`src/rtl/pwm_capture.sv`:
```
// pwm_capture: measures an incoming PWM waveform in enable ticks and reports high time, period and error flags.
module pwm_capture #(
    parameter int WIDTH_W    = 4,
    parameter int PERIOD_W   = 7,
    parameter int PERIOD_NOM = 80,
    parameter int PERIOD_TOL = 2,
    parameter int MAX_HIGH   = 8
) (
    input  logic                clk,
    input  logic                reset,
    input  logic                enable,
    input  logic                pwm_in,
    output logic [WIDTH_W-1:0]  width_out,
    output logic [PERIOD_W-1:0] period_out,
    output logic                valid,
    output logic                err_width,
    output logic                err_period,
    output logic                signal_lost
);
    typedef enum logic [1:0] {SEEK, ARMED, HIGH, LOW} state_e;

    localparam logic [WIDTH_W-1:0]  H_MAX = '1;
    localparam logic [WIDTH_W-1:0]  H_LIM = WIDTH_W'(MAX_HIGH);
    localparam logic [PERIOD_W-1:0] P_MAX = '1;
    localparam logic [PERIOD_W-1:0] P_LO  = PERIOD_W'(PERIOD_NOM - PERIOD_TOL);
    localparam logic [PERIOD_W-1:0] P_HI  = PERIOD_W'(PERIOD_NOM + PERIOD_TOL);

    state_e              state_q, state_d;
    logic [1:0]          sync_q;
    logic                prev_q, prev_d;
    logic [WIDTH_W-1:0]  hcnt_q, hcnt_d, width_q, width_d;
    logic [PERIOD_W-1:0] pcnt_q, pcnt_d, period_q, period_d;
    logic                valid_q, valid_d, ew_q, ew_d, ep_q, ep_d, lost_q, lost_d;
    logic                lvl, rise;

    assign lvl  = sync_q[1];
    assign rise = lvl & ~prev_q;

    always_comb begin
        state_d  = state_q;
        prev_d   = prev_q;
        hcnt_d   = hcnt_q;
        pcnt_d   = pcnt_q;
        width_d  = width_q;
        period_d = period_q;
        valid_d  = 1'b0;
        ew_d     = ew_q;
        ep_d     = ep_q;
        lost_d   = lost_q;
        if (enable) begin
            prev_d = lvl;
            case (state_q)
                SEEK: state_d = lvl ? SEEK : ARMED;
                ARMED: if (rise) begin
                    hcnt_d  = 1;
                    pcnt_d  = 1;
                    state_d = HIGH;
                end
                default: if (rise) begin
                    width_d  = hcnt_q;
                    period_d = pcnt_q;
                    valid_d  = 1'b1;
                    ew_d     = hcnt_q > H_LIM;
                    ep_d     = (pcnt_q < P_LO) || (pcnt_q > P_HI);
                    lost_d   = 1'b0;
                    hcnt_d   = 1;
                    pcnt_d   = 1;
                    state_d  = HIGH;
                end else if (pcnt_q == P_MAX - 1'b1) begin
                    // period counter reaching all-ones without a rise means the input is stuck
                    pcnt_d  = P_MAX;
                    lost_d  = 1'b1;
                    state_d = SEEK;
                end else begin
                    pcnt_d  = pcnt_q + 1'b1;
                    hcnt_d  = (lvl && hcnt_q != H_MAX) ? hcnt_q + 1'b1 : hcnt_q;
                    state_d = lvl ? HIGH : LOW;
                end
            endcase
        end
    end

    always_ff @(posedge clk) begin
        if (reset) begin
            sync_q   <= 2'b00;
            prev_q   <= 1'b1;
            state_q  <= SEEK;
            hcnt_q   <= '0;
            pcnt_q   <= '0;
            width_q  <= '0;
            period_q <= '0;
            valid_q  <= 1'b0;
            ew_q     <= 1'b0;
            ep_q     <= 1'b0;
            lost_q   <= 1'b0;
        end else begin
            sync_q   <= {sync_q[0], pwm_in};
            prev_q   <= prev_d;
            state_q  <= state_d;
            hcnt_q   <= hcnt_d;
            pcnt_q   <= pcnt_d;
            width_q  <= width_d;
            period_q <= period_d;
            valid_q  <= valid_d;
            ew_q     <= ew_d;
            ep_q     <= ep_d;
            lost_q   <= lost_d;
        end
    end

    assign width_out   = width_q;
    assign period_out  = period_q;
    assign valid       = valid_q;
    assign err_width   = ew_q;
    assign err_period  = ep_q;
    assign signal_lost = lost_q;
endmodule

```
`config.mk`:
```
export PLATFORM = sky130hd
export DESIGN_NAME = pwm_capture
export DESIGN_NICKNAME = d
export VERILOG_FILES = /design/src/rtl/pwm_capture.sv
export SDC_FILE = /design/constraint.sdc
export NUM_CORES = 1
export LEC_CHECK = 0
export ABC_CLOCK_PERIOD_IN_PS = 4500
export CAP_MARGIN = 0
export CORE_ASPECT_RATIO = 0.8
export CORE_MARGIN = 10
export CORE_UTILIZATION = 58
export CTS_CLUSTER_SIZE = 40
export DETAILED_ROUTE_END_ITERATION = 16
export PLACE_DENSITY = 0.83
export SETUP_SLACK_MARGIN = 0.05
export SKIP_LAST_GASP = 1
export SYNTH_ARGS = -nofsm -noshare
export SYNTH_HDL_FRONTEND = slang
export SYNTH_SLANG_ARGS = --single-unit
```
`constraint.sdc`:
```
create_clock -name clk -period 4.5 [get_ports clk]
set_input_delay 0.675 -clock clk [delete_from_list [all_inputs] [get_ports clk]]
set_output_delay 0.675 -clock clk [all_outputs]
set_load 0.05 [all_outputs]
```
# Word level (Yosys, flattened, before mapping)
# Cells that the tools add are included.
dict set report totals {
  ff_bits 31
  latchBits 0
  ramBits 0
  romBits 0
  input_bits 4
  n_memories 0
}
dict set report op_classes {
  add_sub_neg 2
  multipliers 0
  n_div 0
  n_lt_le_gt_ge 3
  eq_ne 5
  shifts 0
  muxes 18
  n_bitwise 5
  n_reduce_logical 12
}
# operator count
set ops {}
lappend ops {{7-bit two-way mux} 3}
lappend ops {{4-bit two-way mux} 4}
lappend ops {{7-bit one-hot mux with 2 select lines} 1}
lappend ops {{3-bit AND reduction} 3}
lappend ops {{4-bit one-hot mux with 2 select lines} 1}
lappend ops {{7-bit by 1-bit adder with 7-bit output (second input constant)} 1}
lappend ops {{7-bit == test (second input constant)} 1}
lappend ops {{7-bit greater-than comparator (second input constant)} 1}
lappend ops {{7-bit less-than comparator (second input constant)} 1}
lappend ops {{2-bit two-way mux} 3}
lappend ops {{1-bit two-way mux} 5}
lappend ops {{5-bit AND reduction} 1}
lappend ops {{4-bit by 1-bit adder with 4-bit output (second input constant)} 1}
lappend ops {{4-bit greater-than comparator (second input constant)} 1}
lappend ops {{2-bit != test (second input constant)} 2}
lappend ops {{4-bit != test (second input constant)} 1}
lappend ops {{1-bit inverter} 4}
lappend ops {{2-bit one-hot mux with 2 select lines} 1}
lappend ops {{2-bit nonzero test} 2}
lappend ops {{4-bit OR reduction} 1}
lappend ops {{2-bit by 1-bit == test with 1-bit output (second input constant)} 1}
lappend ops {{2-bit logical NOT} 1}
lappend ops {{2-bit AND reduction} 1}
lappend ops {{2-bit OR reduction} 1}
lappend ops {{other kinds (3)} 3}

# Longest topological paths before layout
dict set report logic_depth {
  ltp_word 6
  depth_mapped 7
  mapped_depth_nobuf 6
}

# Worst setup path after synthesis
# No wires, ideal clock.
dict set report synth_path {
  path_type {input port to flip-flop}
  from {in reset}
  to {reg ep_q (netlist: err_period)}
  setup_time_ns 0.132
  arrival_time_ns 1.574
  required_ns 4.368
  path_slack_ns 2.794
  cell_stages 3
  n_path_buf 2
  path_cell_list {clkdlybuf4s50_2 -> buf_1 -> nor3_1}
}
# element line_no
set synth_rtl {}
lappend synth_rtl {{start, declared} 10} ;# input logic reset,
lappend synth_rtl {{end signal, assigned} 106} ;# ep_q <= ep_d;
lappend synth_rtl {{end, declared} 33} ;# logic valid_q, valid_d, ew_q, ew_d, ep_q, ep_d, lost_q, lost_d;
# No word-level cell between the ends.

# Final worst setup path
dict set report layout_path {
  from {in reset}
  to {reg pcnt_q[3]}
}
# element line_no
set layout_rtl {}
lappend layout_rtl {{end signal, assigned} 101} ;# pcnt_q <= pcnt_d;
lappend layout_rtl {{end, declared} 32} ;# logic [PERIOD_W-1:0] pcnt_q, pcnt_d, period_q, period_d;
# No word-level cell between the ends.

==> impl_metrics.json <==
{
  "clockBufferDepth": 2,
  "place_congestion": 0.865,
  "insertion_delay_ns": 0.34,
  "core_area_mm2": 0.00244,
  "mostFrequentLayoutCells": "dfxtp_1, nand2_1, a21oi_1",
  "cts.sink_count": 31,
  "design.die.area_mm2": 0.00496,
  "top_layer": "met4",
  "drt-met1-wl_mm": 1.53,
  "cp.required_ns": 4.74,
  "wl_met3_um": 190,
  "dr.pass1.iters": 4,
  "io_buffers": 18,
  "ctsResizeCount": 0,
  "synth-edff-count": 0,
  "seq_area_frac_synth": 0.422,
  "finalClockSkew_ns": 0.00527,
  "drt_iter0_markers": 137,
  "fin_crit_sh": 0.490,
  "grt_max_degree": 26,
  "via_per_inst": 5.81,
  "pre_cts_ws_ns": 1.94,
  "peakVddDrop_mv": 0.161,
  "dieWidth_um": 76.3,
  "worst_slack_ns": 2.29,
  "detail_route.wirelength_mm": 3.35,
  "nFillCells": 223,
  "path_class": "in2reg",
  "post_synth_mux_area_share": 0,
  "syn_nets": 185,
  "synth-compound-area-share": 0.225,
  "synth_top_family_by_area": "simple AND/OR/NAND/NOR gates",
  "antennaDiodeCount": 0,
  "relSlewSlack": 0.388,
  "cts_root_buffer": "clkbuf_4",
  "grt_pass1_wl_mm": 5.69,
  "setup_tns_ns": 0,
  "dpl.cell_count": 221,
  "synth_xor_area_frac": 0,
  "syn_avg_cell_area_um2": 8.31,
  "p_leak_uw": 0.000616,
  "hold_viol_final": 0,
  "finalPower_uw": 484,
  "period_minus_slack_ns": 2.21,
  "hold_buffers": 0,
  "max_freq_mhz": 453,
  "cts-buffers-inserted": 5,
  "synthArstFlopShare": 0,
  "drv_slew": 0,
  "setup_viol": 0,
  "ys.flop_type": "dfxtp_1",
  "crit_arrival_ns": 2.44,
  "grt-ovfl-total": 0,
  "synthesis.instances": 177,
  "status": "finished, final reports clean",
  "powerDensity_mw_per_mm2": 286,
  "rsz0062_at_grt": "false",
  "path_max_fanout": 25,
  "synth_seq_cells": 31,
  "ios": 19,
  "synth_warnings": 0,
  "clkTransAtPathRegs_ns": 0.10,
  "cts_setup_buffers": 0,
  "drc": 0,
  "worst_slew_pin_slew_ns": 0.915,
  "cap_violations": 0,
  "final_common_cell": "dfxtp_1",
  "synth_cell_type_count": 41,
  "synth-adder-area-share": 0.0340,
  "stdcell_count": 229,
  "die_h_um": 65.1,
  "cts_max_level": 2,
  "grt_usage": 0.138,
  "area_growth_pct": 15.1,
  "hold_path_class": "reg2reg",
  "drtAntennaViolNets": 0,
  "hpwl_mm": 2.39,
  "cp-start-kind": "input port",
  "synthSimpleGateAreaFrac": 0.247,
  "drive_above_1_share": 0.0777,
  "cts_tree": "done",
  "post_drt_wl_per_cell_um": 14.6,
  "nets": 200,
  "row_count": 16,
  "cp-end-kind": "register",
  "netlist_area_mm2": 0.00147,
  "grt_antenna_before_repair": 0,
  "grt_pass1_vias": 1225,
  "met2_length_mm": 1.59,
  "vias": 1330,
  "initial_core_util": 0.602
}
sequential cells by signal, summed over array words and instances, names as in the netlist:
signal / cells
signal_lost: 1
sync_q: 2
err_width: 1
pcnt_q: 7
valid: 1
err_period: 1
prev_q: 1
state_q: 2
width_out: 4
period_out: 7
hcnt_q: 4
cells in the mapped netlist (4+ instances only):
| library cell | count | share of area |
|---|---|---|
| a21oi_1 | 21 | 0.071 |
| nand3_1 | 6 | 0.020 |
| dfxtp_1 | 31 | 0.42 |
| o21ai_0 | 12 | 0.041 |
| nand2_1 | 30 | 0.077 |
| nor2b_1 | 6 | 0.026 |
| inv_1 | 9 | 0.023 |
| ha_1 | 4 | 0.034 |
| nor2_1 | 8 | 0.020 |
| nand4_1 | 5 | 0.021 |
| a32o_1 | 4 | 0.027 |
critical path: stages:
cell and delay (ns):
clkdlybuf4s50_1 1.07, inv_1 0.35, a32o_1 0.34
power by group:
group,switching (uW),internal (uW),leakage [uW],total [uW]
sequential,2.64,277,0.000251,279
combinational,11.0,6.55,0.000327,17.6
clock,95.9,91.8,0.0000386,188
total,110,375,0.000616,484
metal layers:
layer | global-route usage | vias up
li1 | - | 658
met4 | 0.0694 | 0
met5 | 0 | -
met1 | 0.161 | 637
met3 | 0.0482 | 6
met2 | 0.220 | 29
cell families (layout without fill, tap and decap cells):
kind of cell / count (synthesis) / after routing
adder cells (fa/ha/maj): 4 / 4
buffers and inverters: 19 / 35
AND/OR/NAND/NOR: 72 / 72
flip-flops: 31 / 31
AO/OA/AOI/OAI: 51 / 51
final timing paths:
kind                              endpoint  startpoint  slack (ns)  cells after the start
worst max-delay path             pcnt_q[3]       reset        2.29                      3
worst min-delay path             sync_q[1]   sync_q[0]        0.44                      1
worst max register to register  err_period   sync_q[1]        2.42                      4
worst min register to register   sync_q[1]   sync_q[0]        0.44                      1
layout make-up:
type	count	area, um^2	share of cell area
Clock buffer	8	68.8	0.0407
Inverter	9	33.8	0.0200
Multi-Input combinational cell	127	744	0.440
Sequential cell	31	621	0.367
Tap cell	36	45.0	0.0266
Timing Repair Buffer	18	180	0.106
per-stage QoR:
step	utilization	hold WS, ns	cell area [um^2]
floorplan	-	0.414	1470
global placement	0.665	0.418	1620
detailed placement	0.665	0.430	1620
CTS	0.693	0.449	1690
global route	0.693	0.460	1690
finish	0.693	0.443	1690
(Power assumes the default switching activity.)
==> patch, RTL diff (same settings) <==
Reset style: asynchronous (`reset`), changed in one clocked block.
--- a/src/rtl/pwm_capture.sv
+++ b/src/rtl/pwm_capture.sv
@@ -81,5 +81,5 @@
     end
 
-    always_ff @(posedge clk) begin
+    always_ff @(posedge clk or posedge reset) begin
         if (reset) begin
             sync_q   <= 2'b00;
Check against the original RTL: differs if reset is asserted again (counterexample within 10 cycles, from zero or initial values and one cycle with reset high); with reset held inactive, the same outputs for 10 cycles.
==> patch against the unedited design <==
  * Final area grew 3.5%
  * First-iteration DRC count shrank 61%
  * Setup slack gained 0.017 ns
  * Non-clock buffer count is the same
  * Global-route usage shrank 2.2 points
  * Utilization grew 2.5 points
  * Maximum frequency grew 0.78%
  * Critical path depth shrank 2
  * Sequential cell count is the same
  * Wire length shrank 19%
  * Synthesized area shrank 0.26%
  * Die area shrank 0.18%
  * Critical endpoint is now signal_lost
  * Highest routed layer unchanged
Power is not compared: it rests on default switching activity, and its combinational part moved more than twofold at a synthesized area within 25%.
==> patch: results (changes against the unedited design) <==
Run status:
- The flow ran to the end, and the final reports show no timing, DRC or antenna violations.

Place:
- The routability congestion estimate from global placement came to 0.887 (+2.5%).
- The port buffer count is 18 (unchanged).
- The sum of net half-perimeters after detailed placement is 1.99 mm (-17%).
- The number of placed cells counting well taps is 198 (-10%).

Synthesis:
- The number of distinct library cells after synthesis came to 38 (-7.3%).
- The mean cell area of the mapped netlist is 9.85 sq um (+18%).
- The post-synthesis net count is 157 (-15%).
- The sequential element share of the synthesized area is 52.9% (+11 points).
- By area the synthesized netlist is led by sky130_fd_sc_hd__dfrtp_1 (51%), sky130_fd_sc_hd__o21ai_0 (8.2%), sky130_fd_sc_hd__nand2_1 (4.1%).
- The async set-reset flop share out of synthesis is 100% (+100 points).
- Counting instances in the post-synthesis netlist gives the leading cell types as sky130_fd_sc_hd__dfrtp_1 (30), sky130_fd_sc_hd__o21ai_0 (24), sky130_fd_sc_hd__nand2_1 (16), sky130_fd_sc_hd__inv_1 (12), sky130_fd_sc_hd__nand3_1 (7).
- The dominant register cell in the synthesized netlist is sky130_fd_sc_hd__dfrtp_1.

Finish:
- The fill cell instance count of the final layout is 202 (-9.4%).
- The net total in the final layout came to 177 (-12%).
- The post-layout instance count excluding filler cells is 206 (-10%).
- The share of layout cells above drive strength 1 is 11.8% (+4.0 points).

Worst setup path:
- The largest fanout on the critical path came to 2 (-92%).
- The delay of the slowest critical-path stage was 0.81 ns (-0.26 ns).
- The critical path arrival is 1.52 ns (-0.92 ns).

Clock network:
- The clock latency at the later pin of the worst-skew pair is 0.32 ns (-0.02 ns).

GRT:
- The largest net degree at the start of global routing came to 32 (+23%).
- The number of global-route vias before repair came to 1060 (-13%).
- The initial antenna violation count is 0 (unchanged).
- The first-pass GRT wire length is 4.73 mm (-17%).
- The overall global routing resource usage is 11.5% (-2.2 points).

Routing:
- The count of routing violations after the opening detailed-route iteration is 53 (-61%).
- The detail-routed via count per cell is 5.52 (-4.9%).
- The wire length after detailed routing is 2.70 mm (-19%).

Timing:
- The setup skew after layout is 0.0118 ns (+0.00653 ns).
## patch: cell type report
| class | instances | share of cell area [%] |
|---|---|---|
| Sequential cell | 31 | 44.3 |
| Multi-Input combinational cell | 100 | 35.1 |
| Timing Repair Buffer | 18 | 10.3 |
| Clock buffer | 6 | 2.93 |
| Inverter | 13 | 2.78 |
| Tap cell | 36 | 2.57 |
| Clock inverter | 2 | 2.00 |
## patch: cell families (layout without fill, tap and decap cells)
family	Yosys count	count (layout)	synth area share [%]
buffers and inverters	18	39	5.11
DFF	31	31	52.9
adders and majority gates	4	4	3.41
muxes	6	6	4.43
and+or+nand+nor	48	48	17.2
AOI/OAI and AO/OA	42	42	16.9
## patch: final timing paths
check | endpoint | slack (ns) | cells past startpoint | from
min | sync_q[1] | 0.36 | 0 | sync_q[0]
max | signal_lost | 2.31 | 1 | signal_lost
max reg2reg | state_q[0] | 2.86 | 6 | pcnt_q[0]
max in group asynchronous | state_q[1] | 2.89 | 2 | reset
min reg2reg | sync_q[1] | 0.36 | 0 | sync_q[0]
min in group asynchronous | err_width | 0.92 | 2 | reset
## patch: through the flow
stage               power, mW  cell area (sq um)  hold WS (ns)  utilization (%)  setup slack [ns]
floorplan               0.628               1470         0.331                -              2.96
global placement        0.722               1670         0.334             68.2              2.23
detailed placement      0.734               1670         0.339             68.2              2.16
CTS                     0.957               1750         0.360             71.8              2.30
global route             1.01               1750         0.367             71.8              2.25
finish                  0.949               1750         0.360             71.8              2.31
## patch: power by group through the flow
stage	logic (mW)	clock network, mW	registers [mW]
final	0.330	0.223	0.396
after global routing	0.360	0.242	0.408
after CTS	0.334	0.227	0.396
after detailed placement	0.333	0	0.401
after global placement	0.324	0	0.398
after floorplan	0.124	0	0.504
## patch: layer usage
metal	track usage, %	vias up	share of wire (%)
met5	0	-	0
met4	5.79	0	1.5
met3	4.82	5	7.4
met1	14.6	528	49
met2	16.6	42	42
li1	-	563	-
